==> src/rtl/rv_core_pkg.sv <==
// Shared core definitions: memory-port arbiter states and the port-select
// encoding used by the address/data muxes in front of the unified memory.
package rv_core_pkg;

   typedef enum logic [1:0] {
      IDLE    = 2'd0,
      IF_BUSY = 2'd1,
      LS_BUSY = 2'd2
   } arb_state_t;

   localparam logic PORT_SEL_IF = 1'b0;
   localparam logic PORT_SEL_LS = 1'b1;

endpackage

==> src/rtl/mem_port_arbiter.sv <==
// Arbitrates the unified memory port between fetch and load/store, with LS
// priority bounded by a streak limit so a waiting fetch is never starved.
module mem_port_arbiter
   import rv_core_pkg::*;
#(
   parameter int ADDR_W        = 32,
   parameter int DATA_W        = 32,
   parameter int MAX_LS_STREAK = 4
) (
   input  logic              clk,
   input  logic              rst_n,
   input  logic              if_req,
   input  logic [ADDR_W-1:0] if_addr,
   output logic              if_gnt,
   output logic              if_rvalid,
   output logic [DATA_W-1:0] if_rdata,
   input  logic              ls_req,
   input  logic              ls_we,
   input  logic [3:0]        ls_be,
   input  logic [ADDR_W-1:0] ls_addr,
   input  logic [DATA_W-1:0] ls_wdata,
   output logic              ls_gnt,
   output logic              ls_rvalid,
   output logic [DATA_W-1:0] ls_rdata,
   output logic              mem_req,
   output logic              mem_we,
   output logic [3:0]        mem_be,
   output logic [ADDR_W-1:0] mem_addr,
   output logic [DATA_W-1:0] mem_wdata,
   input  logic              mem_ready,
   input  logic [DATA_W-1:0] mem_rdata,
   output logic              port_sel
);

   localparam logic [3:0] STREAK_MAX = 4'(MAX_LS_STREAK);

   arb_state_t state;
   logic [3:0] streak;
   logic       ls_wins;

   // LS yields only when fetch is waiting and LS has used up its streak.
   always_comb begin
      ls_wins = ls_req && !(if_req && (streak == STREAK_MAX));
      ls_gnt  = (state == IDLE) && ls_wins;
      if_gnt  = (state == IDLE) && !ls_wins && if_req;
   end

   always_ff @(posedge clk or negedge rst_n) begin
      if (!rst_n) begin
         state     <= IDLE;
         streak    <= '0;
         port_sel  <= PORT_SEL_IF;
         mem_req   <= 1'b0;
         mem_we    <= 1'b0;
         mem_be    <= '0;
         mem_addr  <= '0;
         mem_wdata <= '0;
         if_rvalid <= 1'b0;
         ls_rvalid <= 1'b0;
         if_rdata  <= '0;
         ls_rdata  <= '0;
      end else begin
         if_rvalid <= 1'b0;
         ls_rvalid <= 1'b0;
         case (state)
            IDLE: begin
               if (ls_gnt) begin
                  state     <= LS_BUSY;
                  port_sel  <= PORT_SEL_LS;
                  mem_req   <= 1'b1;
                  mem_we    <= ls_we;
                  mem_be    <= ls_be;
                  mem_addr  <= ls_addr;
                  mem_wdata <= ls_wdata;
                  if (!if_req)
                     streak <= '0;
                  else if (streak != STREAK_MAX)
                     streak <= streak + 4'd1;
               end else if (if_gnt) begin
                  state     <= IF_BUSY;
                  port_sel  <= PORT_SEL_IF;
                  mem_req   <= 1'b1;
                  mem_we    <= 1'b0;
                  mem_be    <= 4'hF;
                  mem_addr  <= if_addr;
                  mem_wdata <= '0;
                  streak    <= '0;
               end else begin
                  // No grant here implies if_req is low.
                  streak <= '0;
               end
            end
            IF_BUSY: begin
               if (mem_ready) begin
                  state     <= IDLE;
                  mem_req   <= 1'b0;
                  if_rvalid <= 1'b1;
                  if_rdata  <= mem_rdata;
               end
            end
            LS_BUSY: begin
               if (mem_ready) begin
                  state     <= IDLE;
                  mem_req   <= 1'b0;
                  ls_rvalid <= 1'b1;
                  ls_rdata  <= mem_we ? '0 : mem_rdata;
               end
            end
            default: state <= IDLE;
         endcase
      end
   end

endmodule

==> config.mk <==
export PLATFORM = sky130hd
export DESIGN_NAME = mem_port_arbiter
export DESIGN_NICKNAME = d
export VERILOG_FILES = /design/src/rtl/rv_core_pkg.sv /design/src/rtl/mem_port_arbiter.sv
export SDC_FILE = /design/constraint.sdc
export NUM_CORES = 1
export LEC_CHECK = 0
export ABC_AREA = 1
export CAP_MARGIN = 20
export CORE_ASPECT_RATIO = 0.9
export CORE_MARGIN = 3
export CORE_UTILIZATION = 42
export DETAILED_ROUTE_END_ITERATION = 6
export MAX_ROUTING_LAYER = met4
export PLACE_DENSITY = 0.83
export SYNTH_ARGS = -nofsm -noshare
export SYNTH_HDL_FRONTEND = slang
export SYNTH_SLANG_ARGS = --single-unit
==> constraint.sdc <==
create_clock -name clk -period 1.6 [get_ports clk]
set_input_delay 0.24 -clock clk [delete_from_list [all_inputs] [get_ports clk]]
set_output_delay 0.24 -clock clk [all_outputs]
set_load 0.03 [all_outputs]
==> reports/results.tsv <==
stage	metric	value	unit
worst_setup_path	crit_family	flip-flops	
clock_tree	insertion_delay	0.42	ns
worst_setup_path	cp-end-kind	output pin	
clock_tree	cts_tree	built	
detailed_routing	via_count	5859	
global_route	antenna_found_initial	0	
floorplanning	core_area	0.0141	sq mm
synth	synthCells	723	
layout	final_common_cell	nand2_1	
worst_setup_path	worstPathArrival	1.57	ns
layout	fillCellCount	1108	
floorplanning	dieArea	0.0160	sq mm
placed_design	place_congestion	0.829	
placed_design	post-place-ws	-0.0214	ns
worst_setup_path	cp_slowest_cell	dfrtp_1	
worst_setup_path	path_common_cell	inv_2	
clock_tree	clkSinkCount	143	
synth	syn_nets	867	
worst_setup_path	reg2reg_depth	10	
worst_setup_path	path_class	flop to output pin	
sta	drv_slew	0	
layout	regArea	0.00358	sq mm
worst_setup_path	cp_max_fo	3	
sta	final.setup.tns	-0.370	ns
detailed_routing	top_layer_used	met4	
worst_setup_path	crit_path_start	streak[1]	
floorplanning	row_count	41	
sta	skew	0.00428	ns
synth	syn_area	0.00610	sq mm
detailed_routing	routed_wl	19000	um
status	violations	setup timing	
worst_setup_path	crit_path_start_kind	flop	
power_and_ir_drop	p_leak	5.28	nW
worst_setup_path	reg2reg_to	mem_addr[22]	
detailed_routing	wl_per_cell	15.6	um
synth	synth.avg_cell_area	8.44	sq um
worst_setup_path	cp-endpoint	if_gnt	
worst_setup_path	worstPathCellList	inv_2, ha_4, nand2_2, inv_2, nand2_4, nand2_4, nand3_4, inv_2, buf_12	
worst_setup_path	crit_buf_inv	4	
floorplanning	fp.dieW	133	um
floorplanning	initial_core_util	0.433	
detailed_routing	route.met2.wl	9310	um
placed_design	dpl.hpwl	13300	um
clock_tree	path_clk_slew	0.06	ns
global_route	grt_pass1_vias	5806	
sta	rsz0062_at_grt	true	
synth	synth.distinct_cells	23	
worst_setup_path	rrSetupSlack	0.04	ns
layout	final_cell_mix	nand2_1, dfrtp_1, dlygate4sd2_1	
synth	yosys_register_bits	143	
global_route	grt_pass1_wl	29800	um
layout	multiInputGateArea	0.00224	sq mm
detailed_routing	drt_pass1_iterations	5	
sta	tightest_slew	0.443	ns
detailed_routing	drt_iter0_drc	361	
power_and_ir_drop	clkPwrFrac	0.206	
layout	antenna_cells_inserted	0	
sta	final.period_utilization	1.13	
job	max_cap_violations	0	
detailed_routing	antenna_left	0	
layout	drive_above_1_share	0.0887	
sta	relSlewSlack	0.704	
power_and_ir_drop	powerDensity	2090	mW/mm^2
sta	finalSetupViolCount	2	
layout	area_delta_synth_final	61.8	%
floorplanning	pin_count	277	
power_and_ir_drop	internal_power	11.5	mW
detailed_routing	wl_met3	1550	um
clock_tree	htree_levels	4	
clock_tree	numCtsBuffers	17	
detailed_routing	viasPerCell	4.81	
synth	ys_seq_area_frac	0.586	
status	status	finished with violations	
sta	fin_ws	-0.209	ns
worst_setup_path	critical_path_cell_count	9	
clock_tree	clock_path_buffers	2	
sta	hold_violations	0	
clock_tree	cts_root_buffer	clkbuf_16	
detailed_routing	post-route-drc-count	0	
placed_design	portBuffers	276	
power_and_ir_drop	pwr-share-seq	0.295	
sta	min_period	1.81	ns
synth	yosysWarnings	0	
global_route	grt_start_max_net_pins	47	
layout	num-nets-final	1157	
power_and_ir_drop	ir_drop	998	uV
worst_setup_path	worstPathRequired	1.36	ns
sta	fmax	553	MHz
worst_hold_path	hold_path.class	primary input to async pin	
global_route	grt-ovfl-total	0	
global_route	grt.total_usage	0.243	
detailed_routing	wl_met1	7700	um
power_and_ir_drop	power.switching	9.09	mW
worst_setup_path	max_stage_delay	0.40	ns
floorplanning	die_h	120	um
worst_setup_path	reg2reg_from	streak[1]	
power_and_ir_drop	switching_share	0.441	
power_and_ir_drop	pwr-share-comb	0.499	
[power by group through the flow]
stage	registers, mW	logic (mW)	clock network, mW
after floorplan	9.30	2.95	0
after global placement	6.14	10.9	0
after detailed placement	6.15	11.1	0
after CTS	6.08	10.2	4.31
after global routing	6.29	11.0	4.48
final	6.08	10.3	4.25
[kinds of logic after synthesis]
family / count (synthesis) / synth area share
and+or+nand+nor: 443 / 0.290
DFF: 143 / 0.586
buffers and inverters: 74 / 0.0576
AOI/OAI and AO/OA: 55 / 0.0508
adders and majority gates: 6 / 0.0123
xor gates and xnor gates: 2 / 0.00287
[cell usage after synthesis]
| library cell | count | area [sq um] |
|---|---|---|
| dfrtp_1 | 143 | 3580 |
| inv_2 | 3 | 11.3 |
| a21oi_1 | 1 | 5.00 |
| xor2_1 | 2 | 17.5 |
| nor2_1 | 3 | 11.3 |
| o21ai_0 | 38 | 190 |
| nand2_1 | 400 | 1500 |
| o31ai_1 | 9 | 67.6 |
| nand3_2 | 1 | 10.0 |
| nor2_4 | 1 | 11.3 |
| nand2_4 | 1 | 11.3 |
| buf_1 | 6 | 22.5 |
| o21ai_2 | 1 | 8.76 |
| inv_1 | 25 | 93.8 |
| ha_1 | 6 | 75.1 |
| o21bai_1 | 1 | 7.51 |
| buf_6 | 6 | 67.6 |
| buf_4 | 1 | 7.51 |
| nand4_1 | 32 | 200 |
| buf_2 | 20 | 100 |
| clkbuf_1 | 13 | 48.8 |
| o22ai_1 | 5 | 31.3 |
| nand3_1 | 5 | 25.0 |
[state kept, by name, summed over array words and instances (netlist names)]
name	cells
mem_be	4
state	2
if_rvalid	1
ls_rdata	32
if_rdata	32
mem_req	1
streak	4
ls_rvalid	1
mem_we	1
port_sel	1
mem_addr	32
mem_wdata	32
[worst reg2reg max path, delay by kind of cell (launching register included)]
family	cells	cell delay, ns
adder cells (fa/ha/maj)	1	0.16
flip-flops	1	0.38
buffers and inverters	3	0.44
AND/OR/NAND/NOR	6	0.51
[per-stage QoR]
step | utilization | power (mW) | instance area, sq um | std cells | hold WS, ns
6_report | 0.700 | 20.6 | 9880 | 1219 | 0.335
5_1_grt | 0.700 | 21.8 | 9880 | 1219 | 0.353
4_1_cts | 0.696 | 20.6 | 9820 | 1216 | 0.339
3_5_place_dp | 0.655 | 17.2 | 9240 | 1177 | 0.199
3_3_place_gp | 0.655 | 17.0 | 9240 | 1177 | 0.200
2_1_floorplan | - | 12.2 | 6100 | 723 | -0.0556
[layout make-up]
class / instances / share of cell area
flip-flops and latches: 143 / 0.362
multi-input cells: 506 / 0.227
well taps: 193 / 0.0244
inverters: 28 / 0.0109
clock buffers: 24 / 0.0498
repair buffers: 317 / 0.310
clock inverters: 8 / 0.0153
[worst min path at each step]
stage                from      endpoint  depth (start not counted)
detailed placement  rst_n  if_rdata[15]                          1
global placement    rst_n  if_rdata[21]                          1
floorplan           rst_n   if_rdata[0]                          0
finish              rst_n  if_rdata[15]                          2
CTS                 rst_n  if_rdata[15]                          2
global route        rst_n  if_rdata[15]                          2
[what timing repair did]
action,in CTS,in global routing
endpoints found under the hold margin,41,0
gates resized for setup,152,5
setup endpoints to repair,147,23
hold buffers,1,0
buffers inserted,6,2
pin swaps,0,0
cloned,0,1
[metal layers]
| metal | GRT usage | vias up |
|---|---|---|
| li1 | - | 2860 |
| met1 | 0.287 | 2709 |
| met2 | 0.404 | 259 |
| met3 | 0.0670 | 31 |
| met4 | 0.0825 | 0 |
| met5 | - | - |
Note: power is estimated with default switching activity, not from simulation.
